`config.mk`:
```
export PLATFORM = sky130hd
export DESIGN_NAME = dff_share_arbiter_flat
export DESIGN_NICKNAME = d
export VERILOG_FILES = /design/src/rtl/dff_share_arbiter_pkg.sv /design/src/rtl/dff_share_arbiter_if.sv /design/src/rtl/dff_share_arbiter_rr_pick.sv /design/src/rtl/dff_share_arbiter.sv /design/src/flat_wrapper.sv
export SDC_FILE = /design/constraint.sdc
export NUM_CORES = 1
export LEC_CHECK = 0
export BUFFER_PORTS_ARGS = -buffer_cell sky130_fd_sc_hd__buf_4
export CAP_MARGIN = 30
export CORE_ASPECT_RATIO = 1.25
export CORE_MARGIN = 1.5
export CORE_UTILIZATION = 47
export CTS_BUF_LIST = sky130_fd_sc_hd__clkbuf_4
export CTS_CLUSTER_DIAMETER = 60
export CTS_CLUSTER_SIZE = 8
export DETAILED_ROUTE_END_ITERATION = 8
export PLACE_DENSITY_LB_ADDON = 0.25
export SLEW_MARGIN = 20
export SYNTH_ARGS = -nofsm -noshare
export SYNTH_HDL_FRONTEND = slang
export SYNTH_SLANG_ARGS = --single-unit
export TNS_END_PERCENT = 10
```
`constraint.sdc`:
```
create_clock -name clk_i -period 2.3 [get_ports clk_i]
set_input_delay 0.575 -clock clk_i [delete_from_list [all_inputs] [get_ports clk_i]]
set_output_delay 0.575 -clock clk_i [all_outputs]
set_load 0.005 [all_outputs]
```
`src/rtl/dff_share_arbiter_pkg.sv`:
```
// Shared definitions for the dff_share_arbiter block: FSM state encoding
// and default parameter values used by the top, interface and bench.
package dff_share_arbiter_pkg;

  // IDLE: nobody holds the register. OWNED: exactly one grant bit is set.
  typedef enum logic {
    ST_IDLE  = 1'b0,
    ST_OWNED = 1'b1
  } state_e;

  localparam int unsigned DEFAULT_N        = 4;
  localparam int unsigned DEFAULT_WIDTH    = 8;
  localparam int unsigned DEFAULT_IDX_W    = 2;
  localparam int unsigned DEFAULT_MAX_HOLD = 4;

endpackage

```
`src/rtl/dff_share_arbiter_if.sv`:
```
// Request/grant/data bundle between N requesting sequencers and the shared
// register block.
//   req   : per-requester level-held request
//   d_in  : flattened write data, requester i at [i*WIDTH +: WIDTH]
//   gnt   : one-hot grant (zero when idle)
//   owner : index of current owner (zero when idle)
//   busy  : a grant is active
//   q/qbar: shared register value and its complement
interface dff_share_arbiter_if
  import dff_share_arbiter_pkg::*;
#(
  parameter int N     = DEFAULT_N,
  parameter int WIDTH = DEFAULT_WIDTH,
  parameter int IDX_W = DEFAULT_IDX_W
);
  logic [N-1:0]       req;
  logic [N*WIDTH-1:0] d_in;
  logic [N-1:0]       gnt;
  logic [IDX_W-1:0]   owner;
  logic               busy;
  logic [WIDTH-1:0]   q;
  logic [WIDTH-1:0]   qbar;

  modport master (output req, d_in, input gnt, owner, busy, q, qbar);
  modport slave  (input req, d_in, output gnt, owner, busy, q, qbar);
endinterface

```
`src/rtl/dff_share_arbiter_rr_pick.sv`:
```
// Combinational round-robin winner finder.
//   req_i     : request vector
//   start_i   : index where the search begins (wraps modulo N)
//   excl_i    : index to skip when excl_en_i is set
//   excl_en_i : enable for the exclusion
//   valid_o   : some eligible request was found
//   idx_o     : first eligible index at or after start_i
module dff_share_arbiter_rr_pick #(
  parameter int N     = 4,
  parameter int IDX_W = 2
) (
  input  logic [N-1:0]     req_i,
  input  logic [IDX_W-1:0] start_i,
  input  logic [IDX_W-1:0] excl_i,
  input  logic             excl_en_i,
  output logic             valid_o,
  output logic [IDX_W-1:0] idx_o
);

  int               cand_s;
  logic [IDX_W-1:0] cand_idx_s;

  // Scan offsets from farthest to nearest so the nearest eligible index wins.
  always_comb begin
    valid_o    = 1'b0;
    idx_o      = '0;
    cand_s     = 0;
    cand_idx_s = '0;
    for (int k = N - 1; k >= 0; k--) begin
      cand_s = int'(start_i) + k;
      if (cand_s >= N) begin
        cand_s = cand_s - N;
      end else begin
        cand_s = cand_s;
      end
      cand_idx_s = IDX_W'(cand_s);
      if (req_i[cand_idx_s] && !(excl_en_i && (cand_idx_s == excl_i))) begin
        valid_o = 1'b1;
        idx_o   = cand_idx_s;
      end else begin
        valid_o = valid_o;
      end
    end
  end

endmodule

```
`src/rtl/dff_share_arbiter.sv`:
```
// Shares one WIDTH-bit D register (Q/QBAR) between N requesters using
// round-robin arbitration with a bounded hold time while others wait.
//   clk_i  : rising-edge clock
//   rst_ni : asynchronous active-low reset
//   bus    : request/data in, grant/owner/busy/q/qbar out (slave modport)
module dff_share_arbiter
  import dff_share_arbiter_pkg::*;
#(
  parameter int N        = DEFAULT_N,
  parameter int WIDTH    = DEFAULT_WIDTH,
  parameter int IDX_W    = DEFAULT_IDX_W,
  parameter int MAX_HOLD = DEFAULT_MAX_HOLD
) (
  input logic                clk_i,
  input logic                rst_ni,
  dff_share_arbiter_if.slave bus
);

  localparam int HCNT_W = (MAX_HOLD > 1) ? $clog2(MAX_HOLD) : 1;
  localparam logic [HCNT_W-1:0] HCNT_MAX = HCNT_W'(MAX_HOLD - 1);

  state_e            state_q, state_d;
  logic [N-1:0]      gnt_q, gnt_d;
  logic [IDX_W-1:0]  owner_q, owner_d;
  logic [IDX_W-1:0]  ptr_q, ptr_d;
  logic [HCNT_W-1:0] hcnt_q, hcnt_d;
  logic [WIDTH-1:0]  q_q, qbar_q;

  logic [IDX_W-1:0]  nxt_ptr_s;
  logic [IDX_W-1:0]  pick_start_s;
  logic              pick_excl_en_s;
  logic              pick_valid_s;
  logic [IDX_W-1:0]  pick_idx_s;
  logic [N-1:0]      pick_onehot_s;
  logic              owner_req_s;
  logic              others_s;
  logic              wr_s;
  logic [WIDTH-1:0]  wr_data_s;

  assign nxt_ptr_s   = (owner_q == IDX_W'(N - 1)) ? '0 : owner_q + IDX_W'(1);
  assign owner_req_s = bus.req[owner_q];
  // gnt_q is one-hot on the owner while OWNED, so this is "someone else waits".
  assign others_s    = |(bus.req & ~gnt_q);
  assign wr_data_s   = bus.d_in[owner_q*WIDTH +: WIDTH];

  // While owned, the next winner is searched from owner+1 with the owner excluded,
  // which serves both the release and the expiry handover.
  assign pick_start_s   = (state_q == ST_OWNED) ? nxt_ptr_s : ptr_q;
  assign pick_excl_en_s = (state_q == ST_OWNED);

  dff_share_arbiter_rr_pick #(.N(N), .IDX_W(IDX_W)) u_rr_pick (
    .req_i     (bus.req),
    .start_i   (pick_start_s),
    .excl_i    (owner_q),
    .excl_en_i (pick_excl_en_s),
    .valid_o   (pick_valid_s),
    .idx_o     (pick_idx_s)
  );

  // One-hot form of the search result.
  always_comb begin
    pick_onehot_s             = '0;
    pick_onehot_s[pick_idx_s] = 1'b1;
  end

  // Next-state, grant and hold-counter logic.
  always_comb begin
    state_d = state_q;
    gnt_d   = gnt_q;
    owner_d = owner_q;
    ptr_d   = ptr_q;
    hcnt_d  = hcnt_q;
    wr_s    = 1'b0;
    case (state_q)
      ST_IDLE: begin
        if (pick_valid_s) begin
          state_d = ST_OWNED;
          gnt_d   = pick_onehot_s;
          owner_d = pick_idx_s;
          hcnt_d  = '0;
        end else begin
          state_d = ST_IDLE;
        end
      end
      ST_OWNED: begin
        if (!owner_req_s) begin
          // Release: no write, hand over in the same edge if anyone waits.
          ptr_d  = nxt_ptr_s;
          hcnt_d = '0;
          if (pick_valid_s) begin
            gnt_d   = pick_onehot_s;
            owner_d = pick_idx_s;
          end else begin
            state_d = ST_IDLE;
            gnt_d   = '0;
            owner_d = '0;
          end
        end else begin
          wr_s = 1'b1;
          if ((hcnt_q == HCNT_MAX) && others_s) begin
            // Hold expired: final write still lands, then rotate.
            ptr_d   = nxt_ptr_s;
            hcnt_d  = '0;
            gnt_d   = pick_onehot_s;
            owner_d = pick_idx_s;
          end else if (hcnt_q != HCNT_MAX) begin
            hcnt_d = hcnt_q + HCNT_W'(1);
          end else begin
            hcnt_d = hcnt_q;
          end
        end
      end
      default: begin
        state_d = ST_IDLE;
        gnt_d   = '0;
        owner_d = '0;
        ptr_d   = '0;
        hcnt_d  = '0;
      end
    endcase
  end

  // Arbitration state registers.
  always_ff @(posedge clk_i or negedge rst_ni) begin
    if (!rst_ni) begin
      state_q <= ST_IDLE;
      gnt_q   <= '0;
      owner_q <= '0;
      ptr_q   <= '0;
      hcnt_q  <= '0;
    end else begin
      state_q <= state_d;
      gnt_q   <= gnt_d;
      owner_q <= owner_d;
      ptr_q   <= ptr_d;
      hcnt_q  <= hcnt_d;
    end
  end

  // Shared storage flop; QBAR is kept as its own register of the complement.
  always_ff @(posedge clk_i or negedge rst_ni) begin
    if (!rst_ni) begin
      q_q    <= '0;
      qbar_q <= '1;
    end else if (wr_s) begin
      q_q    <= wr_data_s;
      qbar_q <= ~wr_data_s;
    end else begin
      q_q    <= q_q;
      qbar_q <= qbar_q;
    end
  end

  assign bus.gnt   = gnt_q;
  assign bus.owner = owner_q;
  assign bus.busy  = (state_q == ST_OWNED);
  assign bus.q     = q_q;
  assign bus.qbar  = qbar_q;

endmodule

```
`src/flat_wrapper.sv`:
```
// flat-port wrapper written by rule: the top's interface ports become plain ports
module dff_share_arbiter_flat import dff_share_arbiter_pkg::*;
#(
  parameter int N        = DEFAULT_N,
  parameter int WIDTH    = DEFAULT_WIDTH,
  parameter int IDX_W    = DEFAULT_IDX_W,
  parameter int MAX_HOLD = DEFAULT_MAX_HOLD
)
  (clk_i, rst_ni, bus_req, bus_d_in, bus_gnt, bus_owner, bus_busy, bus_q, bus_qbar);
  dff_share_arbiter_if #(.N(N), .WIDTH(WIDTH), .IDX_W(IDX_W)) bus_i ();
  input logic clk_i;
  input logic rst_ni;
  input wire logic [$bits(bus_i.req)-1:0] bus_req;
  input wire logic [$bits(bus_i.d_in)-1:0] bus_d_in;
  output wire logic [$bits(bus_i.gnt)-1:0] bus_gnt;
  output wire logic [$bits(bus_i.owner)-1:0] bus_owner;
  output wire logic [$bits(bus_i.busy)-1:0] bus_busy;
  output wire logic [$bits(bus_i.q)-1:0] bus_q;
  output wire logic [$bits(bus_i.qbar)-1:0] bus_qbar;
  assign bus_i.req = bus_req;
  assign bus_i.d_in = bus_d_in;
  assign bus_gnt = bus_i.gnt;
  assign bus_owner = bus_i.owner;
  assign bus_busy = bus_i.busy;
  assign bus_q = bus_i.q;
  assign bus_qbar = bus_i.qbar;
  dff_share_arbiter #(.N(N), .WIDTH(WIDTH), .IDX_W(IDX_W), .MAX_HOLD(MAX_HOLD)) u_core (.clk_i(clk_i), .rst_ni(rst_ni), .bus(bus_i));
endmodule
```
==> results_dict.tcl <==
set metrics [dict create \
    antenna_found_initial 0 \
    worst_setup_path_end_kind "flop" \
    peakVddDrop_v 0.0009806 \
    grt-ovfl-total 0 \
    fp.dieW_microns 59.18 \
    cts-root-buf "clkbuf_4" \
    dieArea_sq_um 4333 \
    initial_utilization 0.4899 \
    gp_congestion 0.9111 \
    hold_path.class "input port to async pin" \
    tightest_slew_ns 0.3875 \
    dr.pass1.iters 4 \
    netlist_area_sq_um 1854 \
    clk_pin_slew_ns 0.15 \
    reg2regPathDepth 7 \
    synth-edff-count 0 \
    drt_iter0_markers 74 \
    synth_area_leader_cell "dfrtp_1" \
    stdcell_area_sq_um 2529 \
    setup_viol 0 \
    ys_types 44 \
    core-area_sq_um 3785 \
    numCtsBuffers 3 \
    hold_slack_ns 0.1231 \
    dp_slack_ns 0.04183 \
    yosys_warnings 0 \
    grt_start_max_net_pins 28 \
    clk_latency_ns 0.33 \
    drc 0 \
    hold_buffers 0 \
    vias_per_cell 5.690 \
    synth-main-ff-cell "dfrtp_1" \
    syn_inst 191 \
    layout-drive-gt1-share 0.4414 \
    avgSynthCellArea_sq_um 9.708 \
    cap_viol_max_count 0 \
    synthTopCellsByArea "dfrtp_1, dfstp_2, mux4_2" \
    critPathLaunchType "flop" \
    nets 297 \
    yosysSeqAreaShare 0.3698 \
    grt_pass1_wl_mm 7.776 \
    cts_tree "yes" \
    synth_top_cell_area_share 0.2564 \
    worstPathRequired_ns 2.56 \
    synth_nets 231 \
    ys_seq_elements 27 \
    wl_mm 4.715 \
    run_status "completed" \
    powerDensity_nw_per_um2 1553 \
    power_leakage_uw 0.001219 \
    period_share 0.9948 \
    rsz0062_at_grt "true" \
    clockBufferDepth 2 \
    cp.arrival_ns 2.55 \
    crit_path_cell_trace "ha_4 -> xnor2_4 -> mux2i_4 -> mux4_2 -> a311o_1 -> and3_4 -> o31ai_2" \
    antennaDiodeCount 0 \
    timing.final.ws_setup_ns 0.01203 \
    finalHoldViolations 0 \
    synth-async-reset-ratio 1.000 \
    cpPeakStageDelay_ns 0.54 \
    numPortBuffers 60 \
    grt_pass1_vias 1690 \
    gr-usage-all-layers 0.2328 \
    num_rows 25 \
    h-tree-depth 1 \
    slew_headroom 0.7417 \
    die_y_microns 73.23 \
    wl_per_cell_microns 15.21 \
    crit_fanout 3 \
    setup-tns-final_ns 0 \
    cts.sinks 27 \
    fmaxAchievable_mhz 437.1 \
    critPathKind "flop to flop" \
    skew_ns 0.01124 \
    ant_nets 0 \
    vias 1764 \
    io_pins 61 \
    yosys-top-cells-count "dfrtp_1, nor2_1, o21ai_0" \
    slowest_stage "mux4_2" \
    placed_area_sq_um 2470 \
    slew_violations 0 \
    syn_to_final_growth_pct 36.37 \
    period_minus_slack_ns 2.288 \
    hpwl_mm 3.727 \
]
[sequential cells by signal (all words and copies together) (netlist names)]
register	cells
u_core.ptr_q	2
u_core.bus.q	8
u_core.hcnt_q	2
u_core.bus.busy	1
u_core.bus.gnt	4
u_core.bus.qbar	8
u_core.bus.owner	2
[cells in the final DEF (no fill, tap or decap), types with 2 or more instances in the layout]
cell and instances:
a21o_1 11, nor3_1 4, dfstp_2 8, a21oi_1 2
mux4_2 9, nand2_1 11, mux2_2 3, nor2b_2 2
and3_1 9, mux2i_1 6, clkbuf_4 3, nand2b_1 6
o31ai_2 3, buf_4 74, o21ai_0 14, and2_1 3
o22ai_1 2, a32o_1 2, dfrtp_1 18, inv_1 5
a31oi_1 2, nand3_1 11, nand4_1 4, o31ai_1 2
nor2_1 19
[metrics by stage]
step / std cells / utilization / total power [uW]
after floorplan: 191 / - / 2799
after global placement: 305 / 0.6526 / 3632
after detailed placement: 305 / 0.6526 / 3672
after CTS: 309 / 0.6598 / 3878
after global routing: 310 / 0.6681 / 4239
final: 310 / 0.6681 / 3926
[critical path, delay by kind of cell (launching register included)]
family | cells | cell delay, ns
compound gates | 2 | 0.49
xor+xnor | 1 | 0.13
fa+ha+maj | 1 | 0.27
flops | 1 | 0.45
mux | 2 | 0.72
simple gates | 1 | 0.17
[kinds of logic (layout without fill, tap and decap cells)]
family | Yosys count | in the layout | share of synthesized area
AOI/OAI and AO/OA | 49 | 49 | 0.1883
xor gates and xnor gates | 3 | 3 | 0.02159
adders and majority gates | 2 | 2 | 0.01349
buffers and inverters | 19 | 84 | 0.04319
DFF | 27 | 27 | 0.3698
muxes | 19 | 19 | 0.1673
and+or+nand+nor | 72 | 72 | 0.1964
[timing repair]
action	in CTS	in global routing
buffers inserted	0	1
resized for setup	0	6
hold endpoints to repair	0	0
setup endpoints to repair	0	8
[final cells by class]
type	instances	area (sq um)
fillers	315	1256
multi-input cells	145	1152
flip-flops and latches	27	686.9
repair buffers	75	575.6
well taps	54	67.56
clock buffers	3	22.52
inverters	5	18.77
clock inverters	1	5.005
[where the power goes]
group | leakage [uW] | internal [uW] | switching, uW
Sequential | 0.000316 | 760 | 154
Combinational | 0.000885 | 1460 | 1340
Clock | 0.0000177 | 65.3 | 139
[worst paths after layout]
| check | from | end | slack (ns) |
|---|---|---|---|
| setup / recovery | u_core.bus.owner[1]$_DFFE_PN0P_ | u_core.bus.gnt[3]$_DFFE_PN0P_ | 0.01 |
| hold / removal | rst_ni | u_core.bus.busy$_DFF_PN0_ | 0.12 |
| setup reg to reg | u_core.bus.owner[1]$_DFFE_PN0P_ | u_core.bus.gnt[3]$_DFFE_PN0P_ | 0.01 |
| hold reg to reg | u_core.bus.q[0]$_DFFE_PN0P_ | u_core.bus.q[0]$_DFFE_PN0P_ | 0.50 |
| max in group asynchronous | rst_ni | u_core.bus.qbar[5]$_DFFE_PN1P_ | 1.87 |
| min in group clk_i | u_core.bus.q[0]$_DFFE_PN0P_ | u_core.bus.q[0]$_DFFE_PN0P_ | 0.50 |
[layer usage]
layer	routed length [microns]	global-route usage
met5	0	0
met2	2436	0.4066
met1	1824	0.2949
met4	77	0.08333
met3	376	0.01950
Note: power is estimated with default switching activity, not from simulation.
